### config.mk
export PLATFORM = sky130hd
export DESIGN_NAME = instr_fetch_ctl_flat
export DESIGN_NICKNAME = d
export VERILOG_FILES = /design/src/rtl/instr_fetch_ctl_if.sv /design/src/rtl/instr_fetch_ctl.sv /design/src/flat_wrapper.sv
export SDC_FILE = /design/constraint.sdc
export NUM_CORES = 1
export LEC_CHECK = 0
export ABC_AREA = 1
export CAP_MARGIN = 5
export CORE_UTILIZATION = 52
export DETAILED_ROUTE_END_ITERATION = 10
export PLACE_DENSITY = 0.77
export SYNTH_ARGS = -nofsm -noshare
export SYNTH_HDL_FRONTEND = slang
export SYNTH_SLANG_ARGS = --single-unit
### constraint.sdc
create_clock -name clk -period 7.5 [get_ports clk]
set_clock_uncertainty 0.2 [all_clocks]
set_input_delay 0.75 -clock clk [delete_from_list [all_inputs] [get_ports clk]]
set_output_delay 0.75 -clock clk [all_outputs]
set_load 0.01 [all_outputs]
### src/rtl/instr_fetch_ctl_if.sv
// Fetch-controller bus bundle: instruction-memory request/response, decode
// handshake and execute redirect. master = fetch controller, slave = its environment.
interface instr_fetch_ctl_if #(
  parameter int XLEN = 32
);
  logic            en;
  logic            imem_req;
  logic [XLEN-1:0] imem_addr;
  logic            imem_gnt;
  logic            imem_rvalid;
  logic [31:0]     imem_rdata;
  logic            id_valid;
  logic [31:0]     id_instr;
  logic [XLEN-1:0] id_pc;
  logic            id_ready;
  logic            redirect_valid;
  logic [XLEN-1:0] redirect_pc;
  logic            fetch_fault;

  modport master (
    input  en, imem_gnt, imem_rvalid, imem_rdata, id_ready, redirect_valid, redirect_pc,
    output imem_req, imem_addr, id_valid, id_instr, id_pc, fetch_fault
  );

  modport slave (
    output en, imem_gnt, imem_rvalid, imem_rdata, id_ready, redirect_valid, redirect_pc,
    input  imem_req, imem_addr, id_valid, id_instr, id_pc, fetch_fault
  );
endinterface

### src/rtl/instr_fetch_ctl.sv
// Instruction fetch controller: PC sequencing, in-order fetch queue, redirect flush.
// Optional macro IF_MISALIGN_CHECK_EN: misaligned redirect raises fetch_fault and halts.
module instr_fetch_ctl #(
  parameter int              XLEN     = 32,
  parameter logic [XLEN-1:0] RESET_PC = '0,
  parameter int              QDEPTH   = 2
) (
  input logic                clk,
  input logic                rst_n,
  instr_fetch_ctl_if.master  bus
);

  localparam int PW = (QDEPTH > 1) ? $clog2(QDEPTH) : 1;
  localparam int CW = $clog2(QDEPTH + 1);

  localparam logic [1:0] S_RUN   = 2'd0;
  localparam logic [1:0] S_FLUSH = 2'd1;
`ifdef IF_MISALIGN_CHECK_EN
  localparam logic [1:0] S_HALT  = 2'd2;
`endif

  logic [XLEN-1:0] pc_q, pc_d;
  logic [1:0]      state_q, state_d;
  logic [CW-1:0]   outst_q, outst_d;
  logic [CW-1:0]   drop_cnt_q, drop_cnt_d;
  logic [CW-1:0]   count_q, count_d;
  logic [PW-1:0]   qrd_q, qrd_d, qwr_q, qwr_d;
  logic [PW-1:0]   frd_q, frd_d, fwr_q, fwr_d;
  logic [31:0]     q_instr_q [QDEPTH];
  logic [31:0]     q_instr_d [QDEPTH];
  logic [XLEN-1:0] q_pc_q    [QDEPTH];
  logic [XLEN-1:0] q_pc_d    [QDEPTH];
  logic [XLEN-1:0] fl_pc_q   [QDEPTH];
  logic [XLEN-1:0] fl_pc_d   [QDEPTH];
`ifdef IF_MISALIGN_CHECK_EN
  logic            fault_q, fault_d;
  logic            redir_misaligned;
`endif

  logic [CW:0]     occ;
  logic            issue_ok, issue, rsp_ok, id_valid_c, pop;
  logic [XLEN-1:0] redir_pc;

  function automatic logic [PW-1:0] ptr_inc(input logic [PW-1:0] p);
    return (p == PW'(QDEPTH - 1)) ? '0 : p + 1'b1;
  endfunction

  // Queued plus outstanding entries are capped so every response has a slot.
  assign occ        = {1'b0, count_q} + {1'b0, outst_q};
  assign issue_ok   = bus.en && (state_q == S_RUN) && !bus.redirect_valid &&
                      (occ < (CW + 1)'(QDEPTH));
  assign issue      = issue_ok && bus.imem_gnt;
  assign rsp_ok     = bus.imem_rvalid && (outst_q != '0);
  assign id_valid_c = (count_q != '0) && !bus.redirect_valid;
  assign pop        = id_valid_c && bus.id_ready;
  assign redir_pc   = bus.redirect_pc & ~XLEN'(3);
`ifdef IF_MISALIGN_CHECK_EN
  assign redir_misaligned = bus.redirect_pc[1:0] != 2'b00;
`endif

  always_comb begin
    pc_d       = pc_q;
    state_d    = state_q;
    outst_d    = outst_q;
    drop_cnt_d = drop_cnt_q;
    count_d    = count_q;
    qrd_d      = qrd_q;
    qwr_d      = qwr_q;
    frd_d      = frd_q;
    fwr_d      = fwr_q;
    q_instr_d  = q_instr_q;
    q_pc_d     = q_pc_q;
    fl_pc_d    = fl_pc_q;
`ifdef IF_MISALIGN_CHECK_EN
    fault_d    = fault_q;
`endif
    case (state_q)
      S_RUN: begin
        if (bus.redirect_valid) begin
          // A response landing with the redirect is already stale.
          count_d    = '0;
          qrd_d      = '0;
          qwr_d      = '0;
          frd_d      = '0;
          fwr_d      = '0;
          pc_d       = redir_pc;
          outst_d    = outst_q - CW'(rsp_ok);
          drop_cnt_d = outst_d;
          state_d    = (outst_d != '0) ? S_FLUSH : S_RUN;
`ifdef IF_MISALIGN_CHECK_EN
          if (redir_misaligned) begin
            state_d = S_HALT;
            fault_d = 1'b1;
          end
`endif
        end else begin
          if (issue) begin
            fl_pc_d[fwr_q] = pc_q;
            fwr_d          = ptr_inc(fwr_q);
            pc_d           = pc_q + XLEN'(4);
          end
          if (rsp_ok) begin
            q_pc_d[qwr_q]    = fl_pc_q[frd_q];
            q_instr_d[qwr_q] = bus.imem_rdata;
            qwr_d            = ptr_inc(qwr_q);
            frd_d            = ptr_inc(frd_q);
          end
          if (pop) qrd_d = ptr_inc(qrd_q);
          count_d = count_q + CW'(rsp_ok) - CW'(pop);
          outst_d = outst_q + CW'(issue) - CW'(rsp_ok);
        end
      end
      S_FLUSH: begin
        if (rsp_ok) begin
          outst_d    = outst_q - 1'b1;
          drop_cnt_d = drop_cnt_q - 1'b1;
        end
        if (bus.redirect_valid) pc_d = redir_pc;
        state_d = (drop_cnt_d == '0) ? S_RUN : S_FLUSH;
`ifdef IF_MISALIGN_CHECK_EN
        if (bus.redirect_valid && redir_misaligned) begin
          state_d = S_HALT;
          fault_d = 1'b1;
        end
`endif
      end
`ifdef IF_MISALIGN_CHECK_EN
      S_HALT: begin
        if (rsp_ok) begin
          outst_d    = outst_q - 1'b1;
          drop_cnt_d = (drop_cnt_q != '0) ? drop_cnt_q - 1'b1 : '0;
        end
      end
`endif
      default: state_d = S_RUN;
    endcase
  end

  always_ff @(posedge clk) begin
    if (!rst_n) begin
      pc_q       <= RESET_PC;
      state_q    <= S_RUN;
      outst_q    <= '0;
      drop_cnt_q <= '0;
      count_q    <= '0;
      qrd_q      <= '0;
      qwr_q      <= '0;
      frd_q      <= '0;
      fwr_q      <= '0;
`ifdef IF_MISALIGN_CHECK_EN
      fault_q    <= 1'b0;
`endif
    end else begin
      pc_q       <= pc_d;
      state_q    <= state_d;
      outst_q    <= outst_d;
      drop_cnt_q <= drop_cnt_d;
      count_q    <= count_d;
      qrd_q      <= qrd_d;
      qwr_q      <= qwr_d;
      frd_q      <= frd_d;
      fwr_q      <= fwr_d;
`ifdef IF_MISALIGN_CHECK_EN
      fault_q    <= fault_d;
`endif
    end
    q_instr_q <= q_instr_d;
    q_pc_q    <= q_pc_d;
    fl_pc_q   <= fl_pc_d;
  end

  // Storage is not reset; the head is forced to zero whenever the queue is empty.
  assign bus.imem_req  = issue_ok;
  assign bus.imem_addr = pc_q;
  assign bus.id_valid  = id_valid_c;
  assign bus.id_instr  = (count_q != '0) ? q_instr_q[qrd_q] : '0;
  assign bus.id_pc     = (count_q != '0) ? q_pc_q[qrd_q] : '0;
`ifdef IF_MISALIGN_CHECK_EN
  assign bus.fetch_fault = fault_q;
`else
  assign bus.fetch_fault = 1'b0;
`endif

  a_rvalid_has_outstanding: assert property (
    @(posedge clk) disable iff (!rst_n) bus.imem_rvalid |-> (outst_q != '0));

endmodule
### src/flat_wrapper.sv
// flat-port wrapper written by rule: the top's interface ports become plain ports
module instr_fetch_ctl_flat 
#(
  parameter int              XLEN     = 32,
  parameter logic [XLEN-1:0] RESET_PC = '0,
  parameter int              QDEPTH   = 2
)
  (clk, rst_n, bus_en, bus_imem_gnt, bus_imem_rvalid, bus_imem_rdata, bus_id_ready, bus_redirect_valid, bus_redirect_pc, bus_imem_req, bus_imem_addr, bus_id_valid, bus_id_instr, bus_id_pc, bus_fetch_fault);
  instr_fetch_ctl_if #(.XLEN(XLEN)) bus_i ();
  input logic clk;
  input logic rst_n;
  input wire logic [$bits(bus_i.en)-1:0] bus_en;
  input wire logic [$bits(bus_i.imem_gnt)-1:0] bus_imem_gnt;
  input wire logic [$bits(bus_i.imem_rvalid)-1:0] bus_imem_rvalid;
  input wire logic [$bits(bus_i.imem_rdata)-1:0] bus_imem_rdata;
  input wire logic [$bits(bus_i.id_ready)-1:0] bus_id_ready;
  input wire logic [$bits(bus_i.redirect_valid)-1:0] bus_redirect_valid;
  input wire logic [$bits(bus_i.redirect_pc)-1:0] bus_redirect_pc;
  output wire logic [$bits(bus_i.imem_req)-1:0] bus_imem_req;
  output wire logic [$bits(bus_i.imem_addr)-1:0] bus_imem_addr;
  output wire logic [$bits(bus_i.id_valid)-1:0] bus_id_valid;
  output wire logic [$bits(bus_i.id_instr)-1:0] bus_id_instr;
  output wire logic [$bits(bus_i.id_pc)-1:0] bus_id_pc;
  output wire logic [$bits(bus_i.fetch_fault)-1:0] bus_fetch_fault;
  assign bus_i.en = bus_en;
  assign bus_i.imem_gnt = bus_imem_gnt;
  assign bus_i.imem_rvalid = bus_imem_rvalid;
  assign bus_i.imem_rdata = bus_imem_rdata;
  assign bus_i.id_ready = bus_id_ready;
  assign bus_i.redirect_valid = bus_redirect_valid;
  assign bus_i.redirect_pc = bus_redirect_pc;
  assign bus_imem_req = bus_i.imem_req;
  assign bus_imem_addr = bus_i.imem_addr;
  assign bus_id_valid = bus_i.id_valid;
  assign bus_id_instr = bus_i.id_instr;
  assign bus_id_pc = bus_i.id_pc;
  assign bus_fetch_fault = bus_i.fetch_fault;
  instr_fetch_ctl #(.XLEN(XLEN), .RESET_PC(RESET_PC), .QDEPTH(QDEPTH)) u_core (.clk(clk), .rst_n(rst_n), .bus(bus_i));
endmodule
### After elaboration in Yosys (flattened, before gate mapping)

Cells that the tools add are included.

* flip-flop bits (word level): 236
* bits in latches: 0
* bits in writable memories: 0
* memory bits (read-only): 0
* input bits: 71
* output and inout bits: 99
* word-level logic and storage cells: 118
* memories kept: 0

* $add $sub $neg: 13
* multiply operators: 0
* divide/modulo/power cells: 0
* $lt $le $gt $ge: 7
* eq/ne operators: 5
* shifts and indexed selects: 0
* muxes and demuxes: 46
* bitwise gates (word level): 5
* reduce and logical (&&, ||, !) cells: 27

Operators with widths (number)
* 32-bit two-way mux: 16
* 64-bit bitwise mux: 3
* 32-bit demux with 1-bit select: 2
* 32-bit one-hot mux with 2 select lines: 1
* 32-bit by 3-bit adder with 32-bit output, second input constant: 1
* 1-bit two-way mux: 14
* 2-bit two-way mux: 7
* 2-bit nonzero test: 7
* 2-bit one-hot mux with 2 select lines: 3
* 2-bit AND reduction: 5
* 1-bit logical AND: 9
* 3-bit AND reduction: 3
* 2-bit greater-or-equal comparator, second input constant: 4
* 1-bit NOT with 2-bit output: 4
* 2-bit by 1-bit subtractor with 2-bit output: 3
* 1-bit adder, second input constant: 4
* 2-bit by 1-bit adder with 2-bit output: 2
* 2-bit logical NOT: 2
* 2-bit by 1-bit less-than comparator with 1-bit output, second input constant: 2
* 2-bit != test, second input constant: 2
* 2-bit by 1-bit subtractor with 2-bit output, second input constant: 2
* 2-bit by 2-bit adder with 3-bit output: 1
* 3-bit by 2-bit less-than comparator with 1-bit output, second input constant: 1
* 3-bit by 2-bit != test with 1-bit output, second input constant: 1
* other kinds (4): 4

### Longest topological paths before layout

Gate-level depths: netlist of the first run.

* word-level depth: 9
* mapped depth: 13
* mapped depth without buffers: 13

### Worst setup path after synthesis of the first run

OpenSTA, ideal clock, no wires.

* path kind: input to register
* from: input bus_imem_rvalid
* to: register u_core.q_instr_q[32] (netlist bit), enable pin
* library setup time: 0.484 ns
* arrival: 3.909 ns
* required time: 6.816 ns
* path slack: 2.906 ns
* cell stages on the path: 6
* buffers on the path: 0
* cells stage by stage: inv_1 > nor2_1 > inv_1 > nor2_1 > inv_1 > nor2_1

* longest elaborated chain between the ends: 2

RTL lines
* start, declared: line flat_wrapper.sv:14 `input wire logic [$bits(bus_i.imem_rvalid)-1:0] bus_imem_rvalid;`
* 1-bit logical AND: line instr_fetch_ctl.sv:53 `assign rsp_ok = bus.imem_rvalid && (outst_q != '0);`
* 3-bit AND reduction (no source line)
* end signal, assigned: line instr_fetch_ctl.sv:167 `q_instr_q <= q_instr_d;`
* end, declared: line instr_fetch_ctl.sv:29 `logic [31:0] q_instr_q [QDEPTH];`

Every way passes these cells.
A chain may end at the register's enable or synchronous reset.

### Final worst setup path of the first run

* from: input bus_redirect_valid
* to: output bus_imem_req

* longest elaborated chain between the ends: 3

RTL lines
* start, declared: line flat_wrapper.sv:17 `input wire logic [$bits(bus_i.redirect_valid)-1:0] bus_redirect_valid;`
* 1-bit logical NOT: line instr_fetch_ctl.sv:50 `assign issue_ok = bus.en && (state_q == S_RUN) && !bus.redirect_valid &&`
* 1-bit logical AND (2 in series): line instr_fetch_ctl.sv:50
* end, declared: line flat_wrapper.sv:19 `output wire logic [$bits(bus_i.imem_req)-1:0] bus_imem_req;`

Every way passes these cells.

==> results.toml, run 1 <==
[status]
status = "finished clean"

[routing]
final_antenna_net_count = 0
drc = 0
viasPerCell = 5.27
wl_um = 20900
vias = 6873
post_drt_wl_per_cell_um = 16.0
drt_pass1_iterations = 5
drt_iter0_drc = 507

[power_and_ir_drop]
p_int_mw = 2.51
ir_drop_mv = 0.192
switching_share = 0.263
clkPwrFrac = 0.363
p_leak_nw = 4.23
share_seq_of_total_power = 0.460
switching_power_mw = 0.896
power.density_nw_per_um2 = 280
combPwrFrac = 0.177

[floorplanning]
dieArea_um2 = 18900
die_w_um = 138
coreArea_um2 = 18000
row_count = 49
initial_core_util = 0.532
ios = 170
die_h_um = 138

[logic_synthesis]
synthTopCellsByArea = "edfxtp_1, nand2_1, dfxtp_1"
synth_edf_count = 184
async_reset_ff_frac = 0
synth_area_um2 = 9560
yosys_warnings = 0
synth_seq_cells = 225
syn-instance-count = 905
synth_area_leader_cell = "edfxtp_1"
yosysMostFrequentCell = "nand2_1"
synthFlopType = "edfxtp_1"
ys_top_cells_by_count = "nand2_1, edfxtp_1, nor2_1"
synth_top_area_share = 0.578
avgSynthCellArea_um2 = 10.6
yosysUniqueCellTypes = 32
synth-seq-area-share = 0.664

[clock_tree]
cts_buffers = 23
h-tree-depth = 1
cts_hold_buf = 0
cts_resized = 0
clock_latency_ps = 500
cts_root_buf = "clkbuf_16"
cts_sinks = 225
clock_path_buffers = 3
path_clk_slew_ps = 70
cts_tree = "done"
post_cts_buffers = 0

[sta]
slew_viol_final = 0
finalHoldViolCount = 0
fmax_mhz = 244
rsz0062_at_grt = "no"
setup_viol = 0
slew_headroom = 0.327
setup_tns_ps = 0
setup_ws_ps = 3400
tightest_slew_ps = 1010
period_minus_slack_ps = 4100
hold_ws_ps = 305
post-route-period-util = 0.546

[setup_path]
endpoint_kind = "output port"
cp_data_required_time_ps = 6550
crit_arrival_ps = 3150
cp_max_fo = 46
cp-start-kind = "input pin"
worstSetupPathType = "input pin to output port"
r2r_cells = 6

[grt]
antenna_found_initial = 0
grt_max_degree = 64
grt_usage = 0.222
overflow = 0
grt_pass1_wl_um = 32800
grt_pass1_vias = 6464

[layout]
n_antenna_cell = 0
stdcell_area_um2 = 12200
area_delta_synth_final_pct = 27.5
nets = 1136
final_layout_size_suffix_gt1_frac = 0.0894

[place]
dpl_cell_area_um2 = 11300
gp_congestion = 0.894
io_buffer_count = 162
preCtsSetupSlack_ps = 3170
hpwl_um = 12900

[worst_hold_path]
hold_path_depth = 2
hp-class = "register to register"

[flow_run]
cap_violations = 0
==> cells by family after synthesis <==
group                      count (synthesis)  synth area share
and+or+nand+nor                          407             0.170
DFF                                      225             0.664
AOI/OAI and AO/OA                        141            0.0761
buffers and inverters                     89            0.0399
muxes                                     30            0.0353
adders and majority gates                  7           0.00994
xor gates and xnor gates                   5           0.00458
other                                      1          0.000392
==> final timing paths <==
kind	start	endpoint	slack, ps
worst max-delay path	bus_redirect_valid	bus_imem_req	3400
worst min-delay path	u_core.outst_q[0]	u_core.outst_q[0]	300
worst max register to register	u_core.state_q[0]	u_core.q_pc_q[53]	3980
worst min register to register	u_core.outst_q[0]	u_core.outst_q[0]	300
==> layout by cell type (no fill, tap or decap), drive strengths merged, types with 5 or more instances in the layout <==
cell type | synthesis | layout
clkbuf | 32 | 28
nor2 | 108 | 108
buf | 14 | 8
conb | 1 | 5
nand2 | 250 | 250
o21ai | 32 | 32
clkdlybuf4s50 | 0 | 162
nand3 | 37 | 37
mux2 | 30 | 30
nor3 | 6 | 6
inv | 43 | 46
ha | 6 | 6
dfxtp | 41 | 41
edfxtp | 184 | 184
clkinv | 0 | 5
a21oi | 97 | 97
==> metal layers <==
layer | wire length, um | share of wire | vias to the layer above | global-route usage
met4 | 333 | 0.016 | 0 | 0.0598
li1 | - | - | 3400 | -
met3 | 1690 | 0.081 | 24 | 0.0383
met1 | 9260 | 0.44 | 3198 | 0.311
met2 | 9600 | 0.46 | 251 | 0.357
met5 | 0 | 0 | - | 0
==> through the flow <==
step | util | power (mW) | cells
2_1_floorplan | - | 1.94 | 909
3_3_place_gp | 0.632 | 2.18 | 1262
3_5_place_dp | 0.632 | 2.20 | 1262
4_1_cts | 0.679 | 3.43 | 1303
5_1_grt | 0.679 | 3.56 | 1303
6_report | 0.679 | 3.41 | 1303
==> power groups by stage <==
| stage | logic (mW) | registers (mW) | clock network, mW |
|---|---|---|---|
| CTS | 0.609 | 1.57 | 1.25 |
| finish | 0.603 | 1.57 | 1.24 |
| detailed placement | 0.603 | 1.59 | 0 |
| floorplan | 0.358 | 1.58 | 0 |
| global route | 0.670 | 1.58 | 1.31 |
| global placement | 0.593 | 1.59 | 0 |
==> layout make-up <==
cell class | count | area, um^2
multi-input combinational | 595 | 2870
inverter | 43 | 161
tap | 229 | 287
clock buffer | 28 | 657
fill | 1348 | 5770
clock inverter | 13 | 185
timing repair buffer | 170 | 1680
sequential | 225 | 6350
==> sequential cells by signal, summed over array words and instances, names as in the netlist <==
name and cells:
u_core.fl_pc_q 60, u_core.q_pc_q 60, u_core.qwr_q 1, u_core.q_instr_q 64
u_core.state_q 1, u_core.outst_q 2, u_core.fwr_q 1, u_core.drop_cnt_q 2
u_core.count_q 2, u_core.qrd_q 1, u_core.frd_q 1, u_core.bus.imem_addr 30
==> critical path: stages <==
cell and delay [ps]:
clkdlybuf4s50_1 550, nor2_4 820, inv_2 280, nor2_4 190, clkdlybuf4s50_1 540
No activity file was read; power rests on OpenSTA's default activity.
==> inputs of run 2 (changes only) <==
clock period = 4.2 ns   (was 7.5 ns; I/O delays follow)
==> run 2 against run 1 <==
Net effect: non-clock buffer count increased by 3; largest cell class unchanged; sequential cell count unchanged; register-to-register slack got worse by 2600 ps; power increased by 73%; sequential power increased by 78%; via count increased by 1.4%; largest power group unchanged; critical endpoint is now bus_id_pc[20].
==> results.toml, run 2 (synthesis gave the netlist of run 1 again) <==
[layout]
final_layout_size_suffix_gt1_frac = 0.0855
nets = 1139
reg.largest.list = "u_core.q_instr_q: 64 flops, u_core.fl_pc_q: 60 flops, u_core.q_pc_q: 60 flops"
largest_register_ffs = 64
layout_commonest_cell = "nand2_1"
area_delta_synth_final_pct = 27.0
top_register = "u_core.q_instr_q"
n_antenna_cell = 0
layout_common_cells = "nand2_1, edfxtp_1, clkdlybuf4s50_1"
finalNonFillerCells = 1305
fillers = 1364

[routing]
drc = 0
drt_pass1_iterations = 4
vias = 6968
wl_um = 20900
final_antenna_net_count = 0
viasPerCell = 5.34
post_drt_wl_per_cell_um = 16.0
drt_iter0_drc = 501

[floorplanning]
die_w_um = 138
initial_core_util = 0.532
die_h_um = 138
ios = 170
coreArea_um2 = 18000
dieArea_um2 = 18900
row_count = 49

[clock_tree]
h-tree-depth = 1
cts_root_buf = "clkbuf_16"
clock_latency_ps = 510
cts_tree = "done"
clock_path_buffers = 3
post_cts_buffers = 0
cts_buffers = 23
path_clk_slew_ps = 60
cts_resized = 0
cts_hold_buf = 0
cts_sinks = 225

[power_and_ir_drop]
p_leak_nw = 4.20
ir_drop_mv = 0.358
power.density_nw_per_um2 = 487

[grt]
overflow = 0
antenna_found_initial = 0
grt_max_degree = 64
grt_usage = 0.221
grt_pass1_wl_um = 32400
grt_pass1_vias = 6464

[place]
placed_cells = 1265
io_buffer_count = 162
hpwl_um = 13300
gp_congestion = 0.859

[flow_run]
cap_violations = 0

[setup_path]
cp_max_fo = 37
endpoint_kind = "output port"
cp_data_required_time_ps = 3580
crit_arrival_ps = 2700
worstSetupPathType = "register to output port"
cp-start-kind = "register"

[sta]
slew_viol_final = 0
post-route-period-util = 0.790
finalHoldViolCount = 0
setup_viol = 0
setup_tns_ps = 0
hold_ws_ps = 277
tightest_slew_ps = 864
fmax_mhz = 301
period_minus_slack_ps = 3320
slew_headroom = 0.424
rsz0062_at_grt = "no"

[status]
status = "finished clean"

[worst_hold_path]
hp-class = "register to register"
## run 2: cell types whose count changed in the layout (fill, tap and decap cells not counted), sizes merged
cell	change
inv	-2
bufinv	-1
clkinvlp	-1
clkbuf	+2
clkinv	+1
buf	+3
## run 2: final timing paths
path                startpoint           endpoint  slack (ps)  cells past startpoint
max          u_core.count_q[1]      bus_id_pc[20]         880                      5
min               u_core.frd_q       u_core.frd_q         280                      1
max reg2reg  u_core.count_q[1]  u_core.count_q[1]        1430                     12
min reg2reg       u_core.frd_q       u_core.frd_q         280                      1
## run 2: cell type report
cell class | count | area (um^2) | share of cell area
multi-input cells | 595 | 2870 | 0.236
well taps | 229 | 287 | 0.0236
clock buffers | 30 | 622 | 0.0512
inverters | 43 | 161 | 0.0133
flip-flops and latches | 225 | 6350 | 0.523
clock inverters | 10 | 126 | 0.0104
repair buffers | 173 | 1730 | 0.142
## run 2: metrics by stage
step                      utilization  instance area [um^2]  worst slack, ps  total power, mW
after global routing            0.676                 12100              710             6.18
after floorplan                     -                  9580              818             3.45
final                           0.676                 12100              881             5.91
after CTS                       0.676                 12100              834             5.96
after detailed placement        0.634                 11400             1370             3.93
after global placement          0.634                 11400             1380             3.90
## run 2: worst max-delay path: stages, from the launching register on
cell and delay [ps]:
dfxtp_1 360, or2_2 300, inv_2 510, buf_4 410, a21oi_1 70, clkdlybuf4s50_1 520
## run 2: metal layers
layer	wire length, um	vias to the layer above	share of wire	GRT usage
met5	0	-	0	0
met4	308	0	0.015	0.0623
met3	1550	28	0.074	0.0390
met2	9940	281	0.48	0.366
met1	9100	3262	0.44	0.299
li1	-	3397	-	-
## run 2: power breakdown
| group | leakage (nW) | switching [mW] | internal (mW) | total, mW |
|---|---|---|---|---|
| registers | 2.01 | 0.154 | 2.65 | 2.80 |
| clock network | 0.369 | 0.790 | 1.22 | 2.01 |
| logic | 1.82 | 0.611 | 0.483 | 1.09 |
| total | 4.20 | 1.56 | 4.35 | 5.91 |
==> inputs of run 3 (changes only) <==
clock period = 3.2 ns   (was 4.2 ns; I/O delays follow)
==> run 3 against run 2 <==
Net effect: register-to-register slack got worse by 940 ps; critical path type unchanged; die area stayed put; clock power grew 33%; power grew 32%.
==> results.toml, run 3 (synthesis gave the netlist of run 1 again) <==
[status]
status = "finished clean"

[setup_path]
crit_arrival_ps = 2340
rr_startpoint = "u_core.count_q[0]"
max_stage_delay_ps = 580
endpoint_kind = "output port"
cp_data_required_time_ps = 2680
worstSetupPathType = "register to output port"
rrSetupSlack_ps = 490
crit_chain = "inv_2, buf_4, nand2_1, a21oi_1, clkdlybuf4s50_1"
cp_max_fo = 23
r2r_cells = 12
cp-start-kind = "register"
slowest_stage = "clkdlybuf4s50_1"
r2r_end = "u_core.bus.imem_addr[19]"

[power_and_ir_drop]
ir_drop_mv = 0.469
total_power_mw = 7.83
p_leak_nw = 4.24
power.density_nw_per_um2 = 640

[sta]
slew_viol_final = 0
setup_ws_ps = 337
post-route-period-util = 0.895
slew_headroom = 0.453
tightest_slew_ps = 819
setup_tns_ps = 0
rsz0062_at_grt = "no"
hold_ws_ps = 210
period_minus_slack_ps = 2860
setup_viol = 0
fmax_mhz = 349
finalHoldViolCount = 0

[grt]
grt_max_degree = 64
grt_pass1_vias = 6539
antenna_found_initial = 0
grt_pass1_wl_um = 32700
grt_usage = 0.224
overflow = 0

[floorplanning]
die_w_um = 138
coreArea_um2 = 18000
ios = 170
row_count = 49
die_h_um = 138
initial_core_util = 0.532
dieArea_um2 = 18900

[place]
gp_congestion = 0.879
hpwl_um = 13700
placed_cells = 1271
dpl_cell_area_um2 = 11500
preCtsSetupSlack_ps = 547
io_buffer_count = 162

[routing]
drt_pass1_iterations = 5
final_antenna_net_count = 0
post_drt_wl_per_cell_um = 16.2
viasPerCell = 5.32
drc = 0
wl_um = 21200
drt_iter0_drc = 432
vias = 6969

[layout]
layout_commonest_cell = "nand2_1"
fillers = 1303
final_layout_size_suffix_gt1_frac = 0.0933
layout_common_cells = "nand2_1, edfxtp_1, clkdlybuf4s50_1"
nets = 1144
reg.largest.list = "u_core.q_instr_q: 64 flops, u_core.fl_pc_q: 60 flops, u_core.q_pc_q: 60 flops"
multi_input_area_um2 = 2870
finalNonFillerCells = 1311
seq_area_um2 = 6350
top_register = "u_core.q_instr_q"
finish.utilization = 0.681
largest_register_ffs = 64
n_antenna_cell = 0
stdcell_area_um2 = 12200
area_delta_synth_final_pct = 27.9

[clock_tree]
cts_buffers = 22
h-tree-depth = 1
clock_path_buffers = 3
clock_latency_ps = 500
post_cts_buffers = 0
cts_hold_buf = 0
cts_resized = 0
cts_root_buf = "clkbuf_16"
path_clk_slew_ps = 60
cts_tree = "done"
cts_sinks = 225

[worst_hold_path]
hp-class = "input pin to register"
min_from = "bus_imem_rdata[14]"
hold_path_depth = 1
holdPathEnd = "u_core.q_instr_q[14]"

[flow_run]
cap_violations = 0
==> run 3: cell types whose count changed in the layout (fill, tap and decap cells not counted), sizes merged <==
cell / before / now
buf: 11 / 17
clkbuf: 30 / 28
clkinvlp: 0 / 3
inv: 44 / 43
==> run 3: layout make-up <==
cell class | instances | share of cell area
flip-flops and latches | 225 | 0.519
multi-input cells | 595 | 0.235
repair buffers | 179 | 0.147
clock buffers | 28 | 0.0511
well taps | 229 | 0.0234
inverters | 43 | 0.0132
clock inverters | 12 | 0.0115
==> run 3: worst max-delay path, delay by kind of cell (launching register included) <==
kind / cells / cell delay (ps)
and+or+nand+nor: 1 / 110
DFF: 1 / 320
buffers and inverters: 3 / 1210
AOI/OAI and AO/OA: 1 / 200
==> run 3: power by group <==
group / switching [mW] / internal, mW
Clock: 1.06 / 1.62
Combinational: 0.811 / 0.652
Sequential: 0.204 / 3.47
Total: 2.08 / 5.75
==> run 3: how the worst max path moves through the flow <==
| stage | start | endpoint | slack (ps) | cells past startpoint |
|---|---|---|---|---|
| after floorplan | u_core.outst_q[1] | u_core.q_instr_q[32] | -180 | 7 |
| after global placement | bus_redirect_valid | u_core.bus.imem_addr[23] | 610 | 10 |
| after detailed placement | bus_redirect_valid | u_core.bus.imem_addr[19] | 550 | 10 |
| after CTS | u_core.qrd_q | bus_id_pc[30] | 280 | 5 |
| after global routing | u_core.qrd_q | bus_id_pc[11] | 150 | 4 |
| final | u_core.qrd_q | bus_id_pc[30] | 340 | 5 |
==> run 3: per-layer routing <==
| metal | vias to the layer above | routed length (um) | global-route usage |
|---|---|---|---|
| li1 | 3416 | - | - |
| met1 | 3237 | 9020 | 0.299 |
| met2 | 281 | 10200 | 0.374 |
| met3 | 35 | 1520 | 0.0350 |
| met4 | 0 | 453 | 0.0696 |
| met5 | - | 0 | 0 |
